## src/rtl/brick_field_pkg.sv

```systemverilog
// ---------------------------------------------------------------------------
// brick_field_pkg
// Shared definitions for the breakout brick field: default brick geometry,
// field dimensions, row colours and the field FSM state encoding.
// ---------------------------------------------------------------------------
package brick_field_pkg;

  // Default brick geometry (pixels, 640x480 screen)
  localparam int DEF_BLK_W   = 120;
  localparam int DEF_BLK_H   = 40;
  localparam int DEF_X0      = 4;
  localparam int DEF_Y0      = 40;
  localparam int DEF_PITCH_X = 128;
  localparam int DEF_PITCH_Y = 48;

  // Field dimensions
  localparam int N_ROWS   = 3;
  localparam int N_COLS   = 5;
  localparam int N_BLOCKS = N_ROWS * N_COLS;

  // Row colours, 24-bit RGB
  localparam logic [23:0] ROW0_COLOR = 24'hff0000;
  localparam logic [23:0] ROW1_COLOR = 24'hffa500;
  localparam logic [23:0] ROW2_COLOR = 24'h00ff00;

  typedef enum logic [1:0] {
    ST_PLAY = 2'd0,
    ST_WON  = 2'd1,
    ST_LOST = 2'd2
  } state_e;

  function automatic logic [23:0] row_color(input int row);
    case (row)
      0:       row_color = ROW0_COLOR;
      1:       row_color = ROW1_COLOR;
      default: row_color = ROW2_COLOR;
    endcase
  endfunction

endpackage

```

## src/rtl/brick_field_if.sv

```systemverilog
// ---------------------------------------------------------------------------
// brick_field_if
// Link between the ball stage and the brick field.
//   ball_x/ball_y/ball_width/ball_height : ball rectangle (ball -> field)
//   lose                                 : loss flag      (ball -> field)
//   collide_block                        : one-hot hit pulse (field -> ball)
//   block_x/block_y                      : origin of last-struck brick
//   block_width/block_height             : brick size (constants)
// master = ball stage side, slave = brick field side.
// ---------------------------------------------------------------------------
interface brick_field_if;
  import brick_field_pkg::*;

  logic [9:0]          ball_x;
  logic [9:0]          ball_y;
  logic [9:0]          ball_width;
  logic [9:0]          ball_height;
  logic                lose;
  logic [N_BLOCKS-1:0] collide_block;
  logic [9:0]          block_x;
  logic [9:0]          block_y;
  logic [9:0]          block_width;
  logic [9:0]          block_height;

  modport master (
    output ball_x, ball_y, ball_width, ball_height, lose,
    input  collide_block, block_x, block_y, block_width, block_height
  );

  modport slave (
    input  ball_x, ball_y, ball_width, ball_height, lose,
    output collide_block, block_x, block_y, block_width, block_height
  );
endinterface

```

## src/rtl/brick_hit_test.sv

```systemverilog
// ---------------------------------------------------------------------------
// brick_hit_test
// Geometry test for one brick at a fixed origin (BX,BY).
//   ball_*  : ball rectangle
//   x, y    : current scan pixel
//   overlap : ball rectangle intersects the brick
//   pix_in  : scan pixel lies inside the brick
// All arithmetic is 11 bits wide so x+width cannot wrap.
// ---------------------------------------------------------------------------
module brick_hit_test
  import brick_field_pkg::*;
#(
  parameter int BX    = DEF_X0,
  parameter int BY    = DEF_Y0,
  parameter int BLK_W = DEF_BLK_W,
  parameter int BLK_H = DEF_BLK_H
) (
  input  logic [9:0] ball_x,
  input  logic [9:0] ball_y,
  input  logic [9:0] ball_width,
  input  logic [9:0] ball_height,
  input  logic [9:0] x,
  input  logic [9:0] y,
  output logic       overlap,
  output logic       pix_in
);

  localparam logic [10:0] LEFT   = 11'(BX);
  localparam logic [10:0] RIGHT  = 11'(BX + BLK_W);
  localparam logic [10:0] TOP    = 11'(BY);
  localparam logic [10:0] BOTTOM = 11'(BY + BLK_H);

  logic [10:0] ball_l, ball_r, ball_t, ball_b;
  logic [10:0] px, py;

  assign ball_l = {1'b0, ball_x};
  assign ball_r = {1'b0, ball_x} + {1'b0, ball_width};
  assign ball_t = {1'b0, ball_y};
  assign ball_b = {1'b0, ball_y} + {1'b0, ball_height};
  assign px     = {1'b0, x};
  assign py     = {1'b0, y};

  assign overlap = (ball_l < RIGHT) && (ball_r > LEFT) &&
                   (ball_t < BOTTOM) && (ball_b > TOP);

  assign pix_in  = (px >= LEFT) && (px < RIGHT) &&
                   (py >= TOP)  && (py < BOTTOM);

endmodule

```

## src/rtl/brick_field.sv

```systemverilog
// ---------------------------------------------------------------------------
// brick_field
// Holds the alive state of the 3x5 brick field, tests the ball against every
// live brick, kills at most one brick per cycle (lowest index first), and
// renders the brick layer of the pixel stream.
//   clk, rst      : pixel clock, asynchronous active-low reset
//   x, y          : current scan pixel
//   active_pixels : visible-region qualifier
//   ball          : ball-stage link (rect + lose in, hit pulse + geometry out)
//   win           : field cleared (sticky until reset)
//   score         : bricks destroyed, 0..15
//   vga_color     : brick-layer colour, combinational
// ---------------------------------------------------------------------------
module brick_field
  import brick_field_pkg::*;
#(
  parameter int BLK_W   = DEF_BLK_W,
  parameter int BLK_H   = DEF_BLK_H,
  parameter int X0      = DEF_X0,
  parameter int Y0      = DEF_Y0,
  parameter int PITCH_X = DEF_PITCH_X,
  parameter int PITCH_Y = DEF_PITCH_Y
) (
  input  logic               clk,
  input  logic               rst,
  input  logic [9:0]         x,
  input  logic [9:0]         y,
  input  logic               active_pixels,
  brick_field_if.slave       ball,
  output logic               win,
  output logic [3:0]         score,
  output logic [23:0]        vga_color
);

  logic [N_BLOCKS-1:0] overlap;
  logic [N_BLOCKS-1:0] pix_in;
  logic [9:0]          org_x [N_BLOCKS];
  logic [9:0]          org_y [N_BLOCKS];

  // Per-brick geometry; origins are elaboration-time constants.
  for (genvar i = 0; i < N_BLOCKS; i++) begin : g_brick
    localparam int BX = X0 + (i % N_COLS) * PITCH_X;
    localparam int BY = Y0 + (i / N_COLS) * PITCH_Y;

    assign org_x[i] = 10'(BX);
    assign org_y[i] = 10'(BY);

    brick_hit_test #(
      .BX    (BX),
      .BY    (BY),
      .BLK_W (BLK_W),
      .BLK_H (BLK_H)
    ) u_hit (
      .ball_x      (ball.ball_x),
      .ball_y      (ball.ball_y),
      .ball_width  (ball.ball_width),
      .ball_height (ball.ball_height),
      .x           (x),
      .y           (y),
      .overlap     (overlap[i]),
      .pix_in      (pix_in[i])
    );
  end

  state_e              state_q, state_d;
  logic [N_BLOCKS-1:0] alive_q, alive_d;
  logic [N_BLOCKS-1:0] collide_q, collide_d;
  logic [9:0]          block_x_q, block_x_d;
  logic [9:0]          block_y_q, block_y_d;
  logic [3:0]          score_q, score_d;
  logic                win_q, win_d;
  // A kill that coincides with lose is completed first; LOST follows next cycle.
  logic                lose_pend_q, lose_pend_d;

  logic [N_BLOCKS-1:0] hits;
  logic                kill_valid;
  logic [3:0]          kill_idx;

  assign hits       = overlap & alive_q;
  assign kill_valid = |hits;

  // Priority encoder: scanning downward leaves the lowest set index.
  always_comb begin
    // NOTE: every combinational output gets a default first so no path can
    // leave it unassigned and infer a latch.
    kill_idx = '0;
    for (int i = N_BLOCKS - 1; i >= 0; i--) begin
      if (hits[i]) kill_idx = 4'(i);
    end
  end

  always_comb begin
    state_d     = state_q;
    alive_d     = alive_q;
    collide_d   = '0;
    block_x_d   = block_x_q;
    block_y_d   = block_y_q;
    score_d     = score_q;
    win_d       = win_q;
    lose_pend_d = lose_pend_q;

    unique case (state_q)
      ST_PLAY: begin
        if (lose_pend_q) begin
          state_d = ST_LOST;
        end else if (kill_valid) begin
          collide_d = N_BLOCKS'(1) << kill_idx;
          alive_d   = alive_q & ~collide_d;
          block_x_d = org_x[kill_idx];
          block_y_d = org_y[kill_idx];
          score_d   = score_q + 4'd1;
          if (alive_d == '0) begin
            state_d = ST_WON;
            win_d   = 1'b1;
          end else if (ball.lose) begin
            lose_pend_d = 1'b1;
          end
        end else if (ball.lose) begin
          state_d = ST_LOST;
        end
      end
      // WON and LOST are terminal: nothing evaluated, everything frozen.
      default: ;
    endcase
  end

  // NOTE: sequential state uses non-blocking assignments so every flop
  // samples the pre-edge values of its neighbours.
  always_ff @(posedge clk or negedge rst) begin
    // NOTE: the alive vector is ordinary flops, not a memory, so it is reset
    // like any other state and reset restores the full field.
    if (!rst) begin
      state_q     <= ST_PLAY;
      alive_q     <= '1;
      collide_q   <= '0;
      block_x_q   <= 10'(X0);
      block_y_q   <= 10'(Y0);
      score_q     <= '0;
      win_q       <= 1'b0;
      lose_pend_q <= 1'b0;
    end else begin
      state_q     <= state_d;
      alive_q     <= alive_d;
      collide_q   <= collide_d;
      block_x_q   <= block_x_d;
      block_y_q   <= block_y_d;
      score_q     <= score_d;
      win_q       <= win_d;
      lose_pend_q <= lose_pend_d;
    end
  end

  assign ball.collide_block = collide_q;
  assign ball.block_x       = block_x_q;
  assign ball.block_y       = block_y_q;
  assign ball.block_width   = 10'(BLK_W);
  assign ball.block_height  = 10'(BLK_H);
  assign win                = win_q;
  assign score              = score_q;

  // Brick layer: bricks never overlap, so at most one term is live.
  always_comb begin
    vga_color = '0;
    if (active_pixels) begin
      for (int i = N_BLOCKS - 1; i >= 0; i--) begin
        if (pix_in[i] && alive_q[i]) vga_color = row_color(i / N_COLS);
      end
    end
  end

endmodule
```

## src/flat_wrapper.sv

```systemverilog
// flat-port wrapper written by rule: the top's interface ports become plain ports
module brick_field_flat import brick_field_pkg::*;
#(
  parameter int BLK_W   = DEF_BLK_W,
  parameter int BLK_H   = DEF_BLK_H,
  parameter int X0      = DEF_X0,
  parameter int Y0      = DEF_Y0,
  parameter int PITCH_X = DEF_PITCH_X,
  parameter int PITCH_Y = DEF_PITCH_Y
)
  (clk, rst, x, y, active_pixels, win, score, vga_color, ball_ball_x, ball_ball_y, ball_ball_width, ball_ball_height, ball_lose, ball_collide_block, ball_block_x, ball_block_y, ball_block_width, ball_block_height);
  brick_field_if ball_i ();
  input  logic clk;
  input  logic rst;
  input  logic [9:0] x;
  input  logic [9:0] y;
  input  logic active_pixels;
  output logic win;
  output logic [3:0] score;
  output logic [23:0] vga_color;
  input wire logic [$bits(ball_i.ball_x)-1:0] ball_ball_x;
  input wire logic [$bits(ball_i.ball_y)-1:0] ball_ball_y;
  input wire logic [$bits(ball_i.ball_width)-1:0] ball_ball_width;
  input wire logic [$bits(ball_i.ball_height)-1:0] ball_ball_height;
  input wire logic [$bits(ball_i.lose)-1:0] ball_lose;
  output wire logic [$bits(ball_i.collide_block)-1:0] ball_collide_block;
  output wire logic [$bits(ball_i.block_x)-1:0] ball_block_x;
  output wire logic [$bits(ball_i.block_y)-1:0] ball_block_y;
  output wire logic [$bits(ball_i.block_width)-1:0] ball_block_width;
  output wire logic [$bits(ball_i.block_height)-1:0] ball_block_height;
  assign ball_i.ball_x = ball_ball_x;
  assign ball_i.ball_y = ball_ball_y;
  assign ball_i.ball_width = ball_ball_width;
  assign ball_i.ball_height = ball_ball_height;
  assign ball_i.lose = ball_lose;
  assign ball_collide_block = ball_i.collide_block;
  assign ball_block_x = ball_i.block_x;
  assign ball_block_y = ball_i.block_y;
  assign ball_block_width = ball_i.block_width;
  assign ball_block_height = ball_i.block_height;
  brick_field #(.BLK_W(BLK_W), .BLK_H(BLK_H), .X0(X0), .Y0(Y0), .PITCH_X(PITCH_X), .PITCH_Y(PITCH_Y)) u_core (.clk(clk), .rst(rst), .x(x), .y(y), .active_pixels(active_pixels), .ball(ball_i), .win(win), .score(score), .vga_color(vga_color));
endmodule
```

## config.mk

```make
export PLATFORM = sky130hd
export DESIGN_NAME = brick_field_flat
export DESIGN_NICKNAME = d
export VERILOG_FILES = /design/src/rtl/brick_field_pkg.sv /design/src/rtl/brick_field_if.sv /design/src/rtl/brick_hit_test.sv /design/src/rtl/brick_field.sv /design/src/flat_wrapper.sv
export SDC_FILE = /design/constraint.sdc
export NUM_CORES = 1
export LEC_CHECK = 0
export CAP_MARGIN = 20
export CORE_ASPECT_RATIO = 1.1
export CORE_MARGIN = 3
export CORE_UTILIZATION = 49
export CTS_CLUSTER_SIZE = 40
export DETAILED_ROUTE_END_ITERATION = 12
export GPL_TIMING_DRIVEN = 1
export PLACE_DENSITY = 0.86
export SLEW_MARGIN = 20
export SYNTH_ARGS = -nofsm -noshare
export SYNTH_HDL_FRONTEND = slang
export SYNTH_SLANG_ARGS = --single-unit
```

## constraint.sdc

```tcl
create_clock -name clk -period 5.8 [get_ports clk]
set_input_delay 1.16 -clock clk [delete_from_list [all_inputs] [get_ports clk]]
set_output_delay 1.16 -clock clk [all_outputs]
set_load 0.1 [all_outputs]
```

==> impl_metrics.json <==
{
  "setup-violations-final": 0,
  "antenna_left": 0,
  "wl_per_cell_um": 16.1,
  "worst_clock_skew_ps": 11.7,
  "worstMarginPinSlew_ps": 1010,
  "layout-drive-gt1-share_pct": 24.2,
  "fp.dieW_um": 93.9,
  "globalRouteTotalUtil_pct": 22.6,
  "clk_transition_reported_paths_ps": 80,
  "port_buffers": 101,
  "tritoncts": "done",
  "vias": 4115,
  "gp_routability_congestion": 0.936,
  "cap_viol_max_count": 0,
  "run_status": "complete, no violations",
  "cts_root_buf": "sky130_fd_sc_hd__clkbuf_8",
  "multiInputGateArea_um2": 2870,
  "pin_count": 148,
  "synthDistinctLibCells": 80,
  "setup-tns-final_ps": 0,
  "postLayoutCellArea_um2": 5680,
  "design.core.area_um2": 8080,
  "crit_end": "u_core.state_q[0]",
  "routed_via_density": 5.68,
  "cp-start-kind": "input port",
  "first_pass_grt_wire_length_um": 18000,
  "antenna_found_initial": 0,
  "crit_arrival_ps": 5860,
  "async_flop_share_pct": 100,
  "synth-seq-area-share_pct": 26.9,
  "die_h_um": 103,
  "design.die.area_um2": 9640,
  "fmax_mhz": 177,
  "drtPass1Iterations": 4,
  "htree_num_levels": 2,
  "dp_hpwl_um": 8830,
  "syn-instance-count": 476,
  "critical_path.endpoint_type": "flop",
  "min_period_ps": 5660,
  "worst_skew_pair.late_latency_ps": 300,
  "layout.cells.most_common_list": "84 x sky130_fd_sc_hd__clkdlybuf4s50_1, 65 x sky130_fd_sc_hd__buf_4, 41 x sky130_fd_sc_hd__conb_1",
  "p_total_mw": 0.982,
  "num-nets-final": 707,
  "commonest_non_fill_non_tap_cell_in_the_layout": "sky130_fd_sc_hd__clkdlybuf4s50_1",
  "final-max-slew-violation-count": 0,
  "flops_latches_synth": 44,
  "critical_path.max_fanout": 7,
  "postSynthAreaPerCell_um2": 8.75,
  "cts_sinks": 44,
  "ir_drop_v": 0.000182,
  "worstSetupPathType": "in -> reg",
  "start_of_the_worst_register_to_register_path": "u_core.alive_q[14]",
  "core.rowCount": 34,
  "cts_inserted_buffers": 5,
  "areaGrowthSynthToFinish_pct": 36.5,
  "critical_path.startpoint": "ball_ball_width[1]",
  "number_of_flops_mapped_to_enable_cells_by_yosys": 0,
  "count_of_endpoints_failing_hold_in_the_final_timing_report": 0,
  "total_power_density_per_cell_area_nw_per_um2": 173,
  "cts.hold.buffers_added": 0,
  "post-route-period-util_pct": 97.6,
  "number_of_global_route_vias_before_repair": 4010,
  "detailed_route_iter0_violations": 217,
  "grt_max_degree": 45,
  "worstReg2RegEnd": "u_core.state_q[0]",
  "postRouteWirelength_um": 11700,
  "p_leak_nw": 2.57,
  "synth-main-ff-cell": "sky130_fd_sc_hd__dfrtp_1",
  "fill_cells": 610,
  "regArea_um2": 1120,
  "hold_path.class": "reg -> reg",
  "rrSetupSlack_ps": 2310,
  "critPathRequiredTime_ps": 6000,
  "placedInstanceArea_um2": 5290,
  "initial_utilization_pct": 51.5,
  "timing.slew.headroom_pct": 32.1,
  "remaining_global_route_overflow": 0,
  "r2r_cells": 11,
  "num_antenna_cells": 0,
  "drc": 0,
  "syn_area_um2": 4170,
  "clockBufferDepth": 2,
  "synthesis.yosys.warnings": 0
}
==> power breakdown <==
part           internal [mW]  switching, mW
clock network          0.130          0.109
logic                  0.156          0.278
registers              0.308        0.00107
==> cell usage after synthesis, drive strengths merged (4+ instances only) <==
cell	n	area share, %
buf	58	10
nand2	31	3.0
nor2	29	2.6
dfrtp	28	17
ha	26	7.8
o21ai	25	3.0
inv	22	2.0
a21oi	20	2.5
nor2b	18	2.7
dfstp	16	10
nand3	15	1.8
nor3	14	1.9
a21o	12	2.2
and2	12	1.9
and3	10	1.5
xnor2	8	1.7
a31oi	7	1.1
nand2b	7	1.1
o21a	7	1.3
a2111oi	5	2.0
a211oi	5	0.90
a32oi	5	1.1
nor4	5	1.1
a211o	4	0.84
a22oi	4	0.72
mux2	4	1.1
mux2i	4	0.96
nand4	4	0.60
nor4b	4	1.2
o21bai	4	0.72
o22ai	4	0.60
or2	4	0.60
==> logic make-up after synthesis <==
group | after synthesis | share of synthesized area (%)
compound gates | 132 | 24.1
xor+xnor | 11 | 2.31
fa+ha+maj | 28 | 8.77
buf+inv | 81 | 12.5
flops | 44 | 26.9
mux | 8 | 2.04
other cells | 2 | 0.180
simple gates | 170 | 23.2
==> timing repair <==
item                       in CTS  in global routing
pin swaps                       0                 18
setup buffers                   0                  9
hold endpoints to repair        0                  0
gates resized for setup         2                 43
setup endpoints to repair       3                  7
==> metrics by stage <==
stage               hold WS [ps]  utilization [%]  setup slack, ps  std cells
floorplan                    454                -              584        515
global placement             467             65.5             -151        707
detailed placement           479             65.5             -333        707
CTS                          498             67.0             11.6        715
global route                 524             70.3            -38.2        724
finish                       490             70.3              139        724
==> worst min-delay path by stage <==
stage | startpoint | to | slack (ps) | cells past startpoint
4_1_cts | u_core.score[3] | u_core.score[3] | 500 | 1
3_5_place_dp | u_core.ball.block_y[5] | u_core.ball.block_y[5] | 480 | 2
2_1_floorplan | u_core.alive_q[9] | u_core.alive_q[9] | 450 | 2
6_report | u_core.score[3] | u_core.score[3] | 490 | 1
5_1_grt | u_core.alive_q[9] | u_core.alive_q[9] | 520 | 2
3_3_place_gp | u_core.win | u_core.win | 470 | 1
==> sequential cells by signal, indices dropped and copies added, names as in the netlist <==
| name | count |
|---|---|
| u_core.state_q | 2 |
| u_core.ball.block_y | 3 |
| u_core.win | 1 |
| u_core.lose_pend_q | 1 |
| u_core.ball.block_x | 3 |
| u_core.alive_q | 15 |
| u_core.ball.collide_block | 15 |
| u_core.score | 4 |
==> routing by layer <==
layer / up-vias / share of wire [%] / global-route usage (%)
met3: 43 / 6.1 / 4.23
met4: 0 / 3.3 / 8.56
met1: 1960 / 39 / 25.9
met5: - / 0 / 0
li1: 1943 / - / -
met2: 169 / 52 / 41.8
==> critical path, cell delays in order <==
cell and delay [ps]:
sky130_fd_sc_hd__clkdlybuf4s50_1 430, sky130_fd_sc_hd__ha_1 310, sky130_fd_sc_hd__a21o_1 180, sky130_fd_sc_hd__and3_1 190, sky130_fd_sc_hd__o2111a_2 320, sky130_fd_sc_hd__o32a_1 370, sky130_fd_sc_hd__nor3_2 170, sky130_fd_sc_hd__buf_4 170
sky130_fd_sc_hd__buf_6 140, sky130_fd_sc_hd__a211oi_2 90, sky130_fd_sc_hd__a41o_1 250, sky130_fd_sc_hd__o211ai_1 240, sky130_fd_sc_hd__a221oi_2 110, sky130_fd_sc_hd__o21a_2 290, sky130_fd_sc_hd__inv_4 70, sky130_fd_sc_hd__ha_2 180
sky130_fd_sc_hd__nand2_1 70, sky130_fd_sc_hd__o31a_1 340, sky130_fd_sc_hd__a2111oi_2 220, sky130_fd_sc_hd__nand4_1 250, sky130_fd_sc_hd__o41ai_2 320
==> final cells by class <==
type	instances	share of cell area [%]
well taps	108	2.38
clock buffers	5	1.21
clock inverters	3	0.836
repair buffers	152	23.9
inverters	22	1.50
flip-flops and latches	44	19.7
multi-input cells	390	50.5
Power figures use the tool's default switching activity.
